===== config.mk =====
export PLATFORM = sky130hd
export DESIGN_NAME = ahb_matrix_out_arbiter
export DESIGN_NICKNAME = d
export VERILOG_FILES = /design/src/rtl/ahb_matrix_out_arbiter.sv
export SDC_FILE = /design/constraint.sdc
export NUM_CORES = 1
export LEC_CHECK = 0
export ABC_AREA = 1
export BUFFER_PORTS_ARGS = -buffer_cell sky130_fd_sc_hd__buf_2
export CAP_MARGIN = 30
export CORE_AREA = 3 3 40 42
export DETAILED_ROUTE_END_ITERATION = 8
export DIE_AREA = 0 0 43 45
export MAX_ROUTING_LAYER = met4
export PLACE_DENSITY = 0.75
export REMOVE_ABC_BUFFERS = 1
export SYNTH_ARGS = -nofsm -noshare
export SYNTH_HDL_FRONTEND = slang
export SYNTH_SLANG_ARGS = --single-unit
export TNS_END_PERCENT = 1

===== constraint.sdc =====
create_clock -name HCLK -period 3.4 [get_ports HCLK]
set_input_delay 0.68 -clock HCLK [delete_from_list [all_inputs] [get_ports HCLK]]
set_output_delay 0.68 -clock HCLK [all_outputs]
set_load 0.1 [all_outputs]

===== src/rtl/ahb_matrix_out_arbiter.sv =====
// Output-port arbiter for an AHB matrix: round-robin between three input ports,
// holds the owner through SEQ/BUSY bursts and locked sequences, frozen while HREADYM is low.
module ahb_matrix_out_arbiter (
    input  logic       HCLK,
    input  logic       HRESETn,
    input  logic       HREADYM,
    input  logic [2:0] req_in,
    input  logic [1:0] trans_in0,
    input  logic [1:0] trans_in1,
    input  logic [1:0] trans_in2,
    input  logic [2:0] mastlock_in,
    output logic [1:0] addr_in_port,
    output logic       no_port,
    output logic [2:0] active_out,
    output logic [1:0] data_in_port,
    output logic       data_valid
);

    localparam logic [1:0] TRANS_BUSY = 2'b01;
    localparam logic [1:0] TRANS_SEQ  = 2'b11;

    logic [1:0] addr_q;
    logic       none_q;
    logic [1:0] last_q;
    logic [1:0] last_d;
    logic [1:0] dport_q;
    logic       dvalid_q;

    logic [1:0] next_port;
    logic       next_none;
    logic [1:0] owner_trans;
    logic       owner_lock;
    logic       hold;
    logic [1:0] cand1;
    logic [1:0] cand2;

    function automatic logic [1:0] rr_inc(input logic [1:0] p);
        return (p == 2'd2) ? 2'd0 : p + 2'd1;
    endfunction

    always_comb begin
        owner_trans = 2'b00;
        owner_lock  = 1'b0;
        case (addr_q)
            2'd0: begin owner_trans = trans_in0; owner_lock = mastlock_in[0]; end
            2'd1: begin owner_trans = trans_in1; owner_lock = mastlock_in[1]; end
            2'd2: begin owner_trans = trans_in2; owner_lock = mastlock_in[2]; end
            default: begin owner_trans = 2'b00; owner_lock = 1'b0; end
        endcase
        hold = ~none_q & ((owner_trans == TRANS_SEQ) | (owner_trans == TRANS_BUSY) | owner_lock);
    end

    // Search order: the port after the last winner first, the last winner itself last.
    always_comb begin
        cand1     = rr_inc(last_q);
        cand2     = rr_inc(cand1);
        next_port = addr_q;
        next_none = 1'b0;
        if (hold) begin
            next_port = addr_q;
        end else if (req_in[cand1]) begin
            next_port = cand1;
        end else if (req_in[cand2]) begin
            next_port = cand2;
        end else if (req_in[last_q]) begin
            next_port = last_q;
        end else begin
            next_none = 1'b1;
        end
        last_d = next_none ? last_q : next_port;
    end

    always_ff @(posedge HCLK or negedge HRESETn) begin
        if (!HRESETn) begin
            addr_q   <= 2'd0;
            none_q   <= 1'b1;
            last_q   <= 2'd2;
            dport_q  <= 2'd0;
            dvalid_q <= 1'b0;
        end else if (HREADYM) begin
            addr_q   <= next_port;
            none_q   <= next_none;
            last_q   <= last_d;
            dport_q  <= addr_q;
            dvalid_q <= ~none_q;
        end
    end

    always_comb begin
        for (int n = 0; n < 3; n++) begin
            active_out[n] = (addr_q == n[1:0]) & ~none_q;
        end
    end

    assign addr_in_port = addr_q;
    assign no_port      = none_q;
    assign data_in_port = dport_q;
    assign data_valid   = dvalid_q;

endmodule

==> results by group, run 1 <==
Drt
  • Total number of vias: 567
  • Total iterations of the first detailed-routing run: 4
  • Wirelength, routed: 1180 µm
  • # DRC: 0
  • DR vias/cell: 4.85
  • Antenna-violating nets left: 0
  • Routed len/inst: 10.1 µm
  • Iteration-0 DRC Markers: 11

Cells and area
  • Commonest cells after routing, fill and taps aside: nand2_1 (38), buf_2 (20), inv_1 (8)
  • Fill cell count: 130
  • Footprint of the multi-input gates: 284 µm²
  • Post-route cell area: 662 µm²
  • Synth-to-layout area growth: 27.2%
  • Cell Count, Final, Fillers Out: 117
  • Antenna Cells: 0
  • Sequential cell area: 203 µm²
  • Leading cell type in the layout, fill and taps excluded: nand2_1
  • Nets: 119
  • Layout cells sized above 1: 29.4%

Logic synthesis
  • Largest area contributor in the synthesized netlist: dfrtp_1
  • Netlist cell types: 15
  • Yosys reg bits: 8
  • Proportion of netlist area held by the largest area contributor: 28.8%
  • Mapped cell area: 520 µm²
  • Gate Count Post-Synth: 79
  • Post-Syn Area per Cell: 6.59 µm²
  • Synth top area cells: dfrtp_1 (29%), nand2_1 (27%), dfstp_2 (10%), nand3_1 (5.8%), inv_1 (5.8%)
  • Seq/Total Area, Yosys: 38.9%
  • Warnings, synthesis: 0

Timing
  • # setup viols final: 0
  • Worst slew margin: 67.7%
  • F_max: 475 MHz
  • RSZ-0062 raised after global routing: false
  • Measured slew at the worst slew-check pin: 0.488 ns
  • Min Tclk post-route: 2.11 ns
  • Clock Skew: 0.00319 ns
  • Pins over their slew limit: 0
  • Fin. Hold Viols: 0
  • Final period util: 62.0%

Global route
  • Largest net degree at the start of global routing: 10
  • Vias in the first global route: 511
  • Aggregate global-route resource usage: 13.9%
  • First-pass GRT wire length: 1990 µm
  • Grt total ovfl: 0
  • Initial antenna violation count: 0

Outcome
  • Status: finished clean

Clocking
  • Post-cts resize count: 0
  • Clock buffer depth: 2
  • Hold Buf Count CTS: 0
  • CTS tree: done
  • Number of CTS-inserted buffers: 3
  • Clock sinks: 8
  • Clock-pin slew on the worst setup and hold paths: 0.05 ns
  • Clock root cell: clkbuf_4
  • H-tree depth: 1
  • Post-CTS setup buffers: 0
  • Worst skew pair latency: 0.24 ns

Worst setup path
  • Crit path max-delay family: buffers and inverters
  • Max FO, Critical Path: 7
  • Worst EP required: 2.72 ns
  • CP endpoint kind: output pin
  • Setup crit start kind: flip-flop
  • CP cell instances: inv_1 -> nor3_1 -> buf_2
  • Slowest stage delay, CP: 0.46 ns
  • CP arrival: 1.43 ns
  • Crit path kind: reg2out
  • Crit path max-delay cell type: dfrtp_1
  • WP buf/inv: 2

Worst hold path
  • Hold WC Path Type: in2async

Die
  • Row Count: 13
  • Die Ht: 45 µm
  • Top-Level Pins: 24
  • Starting density of the core: 40.5%
  • Die ar.: 0.00194 mm²
  • Die width: 43 µm
  • Core footprint: 0.00128 mm²

Placement
  • Dpl cells: 114
  • Placed cell area: 639 µm²
  • Hpwl dp: 957 µm
  • Final GP Congestion: 0.910
  • PortBufs: 20

Run
  • Max cap viols: 0
worst register-to-register path, cell delays in order, from the launching register on:
cell and delay, ns:
dfstp_2 0.58, nor2_1 0.08, nand2_1 0.09, nand2_1 0.07, a21oi_2 0.15, nand3b_1 0.12
o21ai_2 0.20, inv_2 0.07, nand2_1 0.06, nand2_1 0.04
per-stage QoR:
stage / setup slack, ns / hold slack [ns] / TNS (ns) / utilization (%)
after floorplan: -0.555 / 0.384 / -1.38 / -
after global routing: 1.18 / 0.271 / 0 / 51.5
after CTS: 1.28 / 0.268 / 0 / 51.5
after global placement: 1.55 / 0.465 / 0 / 49.8
final: 1.29 / 0.267 / 0 / 51.5
after detailed placement: 1.55 / 0.473 / 0 / 49.8
synthesized netlist by cell type:
library cell  instances
dfstp_2               2
nor3_1                3
inv_1                 8
o21ai_2               1
nand3b_1              1
o21ai_0               4
nand4_1               1
o211ai_1              3
nor2_1                2
dfrtp_1               6
nand2_1              38
a21oi_2               2
inv_2                 1
nand3_1               6
nor2_2                1
cells by family after synthesis:
logic type | Yosys count | share of synthesized area, %
simple gates | 52 | 41.3
flops | 8 | 38.9
buf+inv | 9 | 6.49
compound gates | 10 | 13.2
final cells by class:
class	instances	area share, %
flip-flops and latches	8	30.6
inverters	9	5.10
well taps	15	2.84
multi-input cells	62	42.9
clock buffers	3	3.40
repair buffers	20	15.1
state kept, by name (all words and copies together) (netlist names):
register,flops
addr_in_port,2
data_in_port,2
data_valid,1
last_q,2
no_port,1
per-layer routing:
metal	GRT usage, %	vias to the layer above	wire length [µm]
met5	-	-	0
met4	11.4	0	16
met3	1.20	2	49
met2	22.5	12	551
met1	15.7	246	560
li1	-	307	-
path summary, 6_finish.rpt:
check / start / to / slack (ns) / cells after the start
worst min register to register: data_in_port[0] / data_in_port[0] / 0.48 / 2
worst min-delay path: HRESETn / data_in_port[1] / 0.27 / 1
worst max-delay path: addr_in_port[1] / active_out[2] / 1.29 / 3
worst max register to register: last_q[1] / last_q[0] / 1.82 / 9
min in group HCLK: data_in_port[0] / data_in_port[0] / 0.48 / 2
max in group asynchronous: HRESETn / last_q[1] / 2.90 / 1
Power of run 1 is left out: the tool's default activity adds up to more than one toggle a clock period on the data nets, which glitch-free logic cannot reach.
==> run 2: changes to the inputs <==
--- a/config.mk
+++ b/config.mk
@@ -8,11 +8,11 @@
 export ABC_AREA = 1
 export BUFFER_PORTS_ARGS = -buffer_cell sky130_fd_sc_hd__buf_2
 export CAP_MARGIN = 30
-export CORE_AREA = 3 3 40 42
+export CORE_MARGIN = 3
+export CORE_UTILIZATION = 39
 export DETAILED_ROUTE_END_ITERATION = 8
-export DIE_AREA = 0 0 43 45
 export MAX_ROUTING_LAYER = met4
-export PLACE_DENSITY = 0.75
+export PLACE_DENSITY = 0.77
 export REMOVE_ABC_BUFFERS = 1
 export SYNTH_ARGS = -nofsm -noshare
 export SYNTH_HDL_FRONTEND = slang
==> constraint.sdc (replaced) <==
create_clock -name HCLK -period 1.7 [get_ports HCLK]
set_input_delay 0.34 -clock HCLK [delete_from_list [all_inputs] [get_ports HCLK]]
set_output_delay 0.34 -clock HCLK [all_outputs]
set_load 0.1 [all_outputs]
==> results by group, run 2 (synthesized netlist as in run 1, its figures left out) <==
Cells and area
  • Sequential cell area: 205 µm² (was 203 µm²)
  • Layout cells sized above 1: 34.0% (was 29.4%)
  • Antenna Cells: 0 (unchanged)
  • Fill cell count: 120 (was 130)
  • Leading cell type in the layout, fill and taps excluded: nand2_1 (unchanged)
  • Footprint of the multi-input gates: 299 µm² (was 284 µm²)
  • Commonest cells after routing, fill and taps aside: nand2_1 (38), buf_2 (17), inv_1 (8) (was nand2_1 (38), buf_2 (20), inv_1 (8))
  • Cell Count, Final, Fillers Out: 117 (unchanged)
  • Synth-to-layout area growth: 40.9% (was 27.2%)
  • Nets: 120 (was 119)

Clocking
  • Number of CTS-inserted buffers: 3 (unchanged)
  • Clock root cell: clkbuf_4 (unchanged)
  • Post-CTS setup buffers: 0 (unchanged)
  • Clock-pin slew on the worst setup and hold paths: 0.05 ns (about the same)
  • CTS tree: done (unchanged)
  • H-tree depth: 1 (unchanged)
  • Clock sinks: 8 (unchanged)
  • Worst skew pair latency: 0.25 ns (was 0.24 ns)
  • Clock buffer depth: 2 (unchanged)

Placement
  • Dpl cells: 113 (was 114)
  • PortBufs: 20 (unchanged)
  • Final GP Congestion: 0.879 (was 0.910)
  • Hpwl dp: 1080 µm (was 957 µm)

Timing
  • Worst slew margin: 67.6% (was 67.7%)
  • Final period util: 95.8%
  • # setup viols final: 0 (unchanged)
  • Pins over their slew limit: 0 (unchanged)
  • F_max: 614 MHz
  • Clock Skew: 0.00934 ns (was 0.00319 ns)
  • RSZ-0062 raised after global routing: false (unchanged)
  • Min Tclk post-route: 1.63 ns
  • Measured slew at the worst slew-check pin: 0.490 ns (was 0.488 ns)
  • Fin. Hold Viols: 0 (unchanged)

Worst setup path
  • Max FO, Critical Path: 6 (was 7)
  • WP buf/inv: 1 (was 2)
  • Slowest stage delay, CP: 0.59 ns (was 0.46 ns)
  • Setup crit start kind: flip-flop (unchanged)
  • Crit path max-delay family: flip-flops (was buffers and inverters)
  • Crit path kind: reg2out (unchanged)
  • CP cell instances: buf_2 (was inv_1 -> nor3_1 -> buf_2)
  • Worst EP required: 1.36 ns (was 2.72 ns)
  • CP arrival: 1.29 ns (was 1.43 ns)
  • Crit path max-delay cell type: dfstp_2 (was dfrtp_1)
  • CP endpoint kind: output pin (unchanged)

Die
  • Row Count: 12 (was 13)
  • Starting density of the core: 44.4% (was 40.5%)
  • Die Ht: 42.5 µm (was 45 µm)
  • Die width: 42.5 µm (was 43 µm)
  • Die ar.: 0.00181 mm² (was 0.00194 mm²)
  • Core footprint: 0.00117 mm² (was 0.00128 mm²)
  • Top-Level Pins: 24 (unchanged)

Drt
  • Routed len/inst: 11.5 µm (was 10.1 µm)
  • Total iterations of the first detailed-routing run: 4 (unchanged)
  • Metal2 WL: 692 µm (was 551 µm)
  • DR vias/cell: 5.15 (was 4.85)
  • Wire length on met1: 575 µm (was 560 µm)
  • Wirelength, routed: 1340 µm (was 1180 µm)
  • Iteration-0 DRC Markers: 6 (was 11)
  • # DRC: 0 (unchanged)
  • DR WL met3: 46 µm (was 49 µm)
  • Top layer in use: met4 (unchanged)
  • Total number of vias: 602 (was 567)
  • Antenna-violating nets left: 0 (unchanged)

Global route
  • Vias in the first global route: 586 (was 511)
  • Largest net degree at the start of global routing: 10 (unchanged)
  • First-pass GRT wire length: 2320 µm (was 1990 µm)
  • Initial antenna violation count: 0 (unchanged)
  • Grt total ovfl: 0 (unchanged)
  • Aggregate global-route resource usage: 16.9% (was 13.9%)

Run
  • Max cap viols: 0 (unchanged)

Worst hold path
  • Hold WC Path Type: in2reg (was in2async)

Outcome
  • Status: finished clean (unchanged)
-- run 2: changes by cell type in the layout (fill, tap and decap cells not counted) --
cell,change
buf_12,+3
buf_2,-3
dfrtp_1,-2
dfrtp_2,+2
dlygate4sd3_1,+1
nand3_1,-1
nand3_2,+1
nor3_1,-2
nor3_2,+2
-- run 2: worst paths after layout --
check | start | end | slack, ns | cells after the start
setup / recovery | no_port | no_port | 0.07 | 1
hold / removal | HREADYM | addr_in_port[1] | 0.35 | 3
hold reg to reg | data_valid | data_valid | 0.49 | 2
min in group asynchronous | HRESETn | data_in_port[0] | 0.45 | 2
setup reg to reg | last_q[1] | last_q[0] | 0.14 | 8
max in group asynchronous | HRESETn | last_q[1] | 1.00 | 2
-- run 2: worst register-to-register path: stages (launching register included) --
cell and delay [ns]:
dfstp_2 0.59, inv_1 0.08, nand3_1 0.12, nand3_1 0.11
nand3b_1 0.19, o21ai_2 0.19, inv_2 0.07, nand2_1 0.07
nand2_1 0.04
-- run 2: layout make-up --
class	count	share of cell area [%]
Timing Repair Buffer	21	21.2
Clock buffer	3	3.07
Sequential cell	8	28.0
Tap cell	14	2.39
Inverter	9	4.61
Multi-Input combinational cell	62	40.8
-- run 2: repair_timing --
| item | in CTS | in global routing |
|---|---|---|
| pin swaps | 0 | 1 |
| hold buffers | 1 | 0 |
| setup endpoints to repair | 2 | 4 |
| endpoints found under the hold margin | 6 | 0 |
| gates resized for setup | 0 | 5 |
-- run 2: metal layers --
| layer | vias to the layer above | GRT usage (%) |
|---|---|---|
| met2 | 12 | 30.1 |
| li1 | 304 | - |
| met4 | 0 | 9.94 |
| met3 | 5 | 2.58 |
| met1 | 281 | 17.2 |
| met5 | - | - |
-- run 2: through the flow --
step | setup WS [ns] | utilization, % | hold WS [ns] | TNS (ns) | instance area (µm²)
floorplan | -1.92 | - | 0.0444 | -6.72 | 520
global placement | 0.156 | 58.3 | 0.188 | 0 | 683
detailed placement | 0.142 | 58.3 | 0.190 | 0 | 683
CTS | -0.0322 | 61.1 | 0.347 | -0.0633 | 716
global route | 0.00601 | 62.6 | 0.375 | 0 | 733
finish | 0.0713 | 62.6 | 0.354 | 0 | 733
Power of run 2 is left out for the same reason.
==> run 3: changes to the inputs <==
--- a/config.mk
+++ b/config.mk
@@ -5,14 +5,13 @@
 export SDC_FILE = /design/constraint.sdc
 export NUM_CORES = 1
 export LEC_CHECK = 0
-export ABC_AREA = 1
-export BUFFER_PORTS_ARGS = -buffer_cell sky130_fd_sc_hd__buf_2
+export BUFFER_PORTS_ARGS = -buffer_cell sky130_fd_sc_hd__clkbuf_2
 export CAP_MARGIN = 30
 export CORE_MARGIN = 3
-export CORE_UTILIZATION = 39
+export CORE_UTILIZATION = 40
 export DETAILED_ROUTE_END_ITERATION = 8
 export MAX_ROUTING_LAYER = met4
-export PLACE_DENSITY = 0.77
+export PLACE_DENSITY = 0.78
 export REMOVE_ABC_BUFFERS = 1
 export SYNTH_ARGS = -nofsm -noshare
 export SYNTH_HDL_FRONTEND = slang
==> results by group, run 3 <==
Drt
  • # DRC: 0 (unchanged)
  • Wirelength, routed: 1180 µm (was 1340 µm)
  • Total iterations of the first detailed-routing run: 4 (unchanged)
  • Total number of vias: 510 (was 602)
  • DR vias/cell: 5.54 (was 5.15)
  • Iteration-0 DRC Markers: 12 (was 6)
  • Routed len/inst: 12.8 µm (was 11.5 µm)
  • Antenna-violating nets left: 0 (unchanged)

Global route
  • Grt total ovfl: 0 (unchanged)
  • Largest net degree at the start of global routing: 10 (unchanged)
  • Initial antenna violation count: 0 (unchanged)
  • Vias in the first global route: 457 (was 586)
  • First-pass GRT wire length: 1900 µm (was 2320 µm)
  • Aggregate global-route resource usage: 14.2% (was 16.9%)

Placement
  • Hpwl dp: 929 µm (was 1080 µm)
  • PortBufs: 20 (unchanged)
  • Pre-CTS setup slack: 0.0956 ns (was 0.142 ns)
  • Dpl cells: 88 (was 113)
  • Final GP Congestion: 0.833 (was 0.879)

Die
  • Row Count: 12 (unchanged)
  • Top-Level Pins: 24 (unchanged)
  • Die ar.: 0.00182 mm² (was 0.00181 mm²)
  • Die Ht: 42.7 µm (was 42.5 µm)
  • Core footprint: 0.00119 mm² (was 0.00117 mm²)
  • Die width: 42.7 µm (was 42.5 µm)
  • Starting density of the core: 45.4% (was 44.4%)

Logic synthesis
  • Ys flop type: dfrtp_1 (unchanged)
  • Netlist cell types: 31 (was 15)
  • Post-Syn Area per Cell: 9.61 µm² (was 6.59 µm²)
  • Synth top area cells: dfrtp_1 (28%), dfstp_2 (9.8%), a2111oi_4 (5.1%), mux2_2 (4.2%), nor3_1 (3.7%) (was dfrtp_1 (29%), nand2_1 (27%), dfstp_2 (10%), nand3_1 (5.8%), inv_1 (5.8%))
  • Gate Count Post-Synth: 56 (was 79)
  • Post-synthesis async set-or-reset flop share: 100% (unchanged)
  • Seq/Total Area, Yosys: 37.7% (was 38.9%)
  • Top cells by count, synth: dfrtp_1 (6), nor2_1 (5), nand2_1 (4), nor3_1 (4) (was nand2_1 (38), inv_1 (8), dfrtp_1 (6), nand3_1 (6), o21ai_0 (4))
  • Mapped cell area: 538 µm² (was 520 µm²)
  • Count leader, synth: dfrtp_1 (was nand2_1)
  • Yosys reg bits: 8 (unchanged)
  • Warnings, synthesis: 0 (unchanged)
  • Largest area contributor in the synthesized netlist: dfrtp_1 (unchanged)
  • Number of enable flip-flop cells after synthesis: 0 (unchanged)
  • Proportion of netlist area held by the largest area contributor: 27.9% (was 28.8%)

Cells and area
  • Fill cell count: 104 (was 120)
  • Cell Count, Final, Fillers Out: 92 (was 117)
  • Commonest cells after routing, fill and taps aside: clkbuf_2 (14), nor2_1 (5), dfrtp_1 (5), buf_12 (5), nand2_1 (4) (was nand2_1 (38), buf_2 (17), inv_1 (8))
  • Antenna Cells: 0 (unchanged)
  • Layout cells sized above 1: 48.7% (was 34.0%)
  • Nets: 95 (was 120)
  • Synth-to-layout area growth: 43.7% (was 40.9%)
  • Leading cell type in the layout, fill and taps excluded: clkbuf_2 (was nand2_1)

Clocking
  • Worst skew pair latency: 0.25 ns (about the same)
  • CTS tree: done (unchanged)
  • Number of CTS-inserted buffers: 3 (unchanged)
  • Post-CTS setup buffers: 0 (unchanged)
  • Clock-pin slew on the worst setup and hold paths: 0.06 ns (was 0.05 ns)
  • H-tree depth: 1 (unchanged)
  • Clock buffer depth: 2 (unchanged)
  • Clock sinks: 8 (unchanged)
  • Clock root cell: clkbuf_4 (unchanged)

Worst setup path
  • Slowest stage delay, CP: 0.40 ns (was 0.59 ns)
  • Crit path max-delay family: flip-flops (unchanged)
  • Max FO, Critical Path: 7 (was 6)
  • WP buf/inv: 2 (was 1)
  • CP endpoint kind: output pin (unchanged)
  • CP arrival: 1.32 ns (was 1.29 ns)
  • Crit path max-delay cell type: dfrtp_1 (was dfstp_2)
  • Setup crit start kind: flip-flop (unchanged)
  • CP cell instances: buf_4 -> nor3_2 -> buf_12 (was buf_2)
  • Worst EP required: 1.36 ns (about the same)
  • Crit path kind: reg2out (unchanged)

Timing
  • RSZ-0062 raised after global routing: true (was false)
  • # setup viols final: 0 (unchanged)
  • Measured slew at the worst slew-check pin: 0.538 ns (was 0.490 ns)
  • Final period util: 97.4% (was 95.8%)
  • Clock Skew: 0.00214 ns (was 0.00934 ns)
  • Pins over their slew limit: 0 (unchanged)
  • Min Tclk post-route: 1.66 ns (was 1.63 ns)
  • Fin. Hold Viols: 0 (unchanged)
  • Final worst setup slack: 0.0434 ns (was 0.0713 ns)
  • Fin Setup TNS: 0 ns (unchanged)
  • F_max: 604 MHz (was 614 MHz)
  • Worst slew margin: 64.3% (was 67.6%)

Outcome
  • Status: finished clean (unchanged)

Worst hold path
  • Hold WC Path Type: in2reg (unchanged)

Run
  • Max cap viols: 0 (unchanged)
run 3: cell type report:
cell class / count / area [µm²] / share of cell area, %
clock buffers: 3 / 22.5 / 2.91
inverters: 4 / 15.0 / 1.94
multi-input cells: 40 / 312 / 40.3
flip-flops and latches: 8 / 204 / 26.4
well taps: 14 / 17.5 / 2.27
repair buffers: 23 / 203 / 26.2
run 3: timing repair:
item / 4_1_cts / 5_1_grt
hold endpoints to repair: 6 / 0
hold buffers: 1 / 0
endpoints found under the setup margin: 3 / 5
resized for setup: 3 / 1
run 3: kinds of logic (layout without fill, tap and decap cells):
logic type,count (synthesis),after routing,share of synthesized area (%)
AOI/OAI and AO/OA,19,19,31.6
buffers and inverters,8,30,7.21
DFF,8,8,37.7
muxes,2,2,4.19
and+or+nand+nor,19,19,19.3
run 3: stage by stage:
step | utilization [%] | hold slack (ns) | cell area (µm²)
global route | 65.2 | 0.467 | 773
finish | 65.2 | 0.450 | 773
global placement | 61.1 | 0.191 | 724
detailed placement | 61.1 | 0.196 | 724
floorplan | - | 0.0444 | 514
CTS | 65.1 | 0.437 | 772
run 3: metal layers:
metal	vias up	part of all wire [%]	GRT usage [%]
met5	-	0	-
met4	0	1.3	5.59
met3	2	5.3	3.81
met2	16	50	23.7
met1	236	43	15.8
li1	256	-	-
run 3: worst reg2reg max path, cell delays in order, from the launching register on:
cell and delay [ns]:
dfrtp_2 0.46, o21bai_4 0.20, a2111oi_4 0.53, or3_1 0.19, o311a_1 0.16
run 3: worst paths after layout:
check | from | cells after the start | end | slack, ns
setup / recovery | addr_in_port[0] | 3 | active_out[0] | 0.04
hold / removal | req_in[0] | 3 | addr_in_port[0] | 0.45
hold reg to reg | data_valid | 2 | data_valid | 0.48
min in group asynchronous | HRESETn | 2 | data_in_port[0] | 0.48
max in group asynchronous | HRESETn | 2 | no_port | 0.97
setup reg to reg | addr_in_port[1] | 4 | last_q[0] | 0.10
Power of run 3 is left out for the same reason.
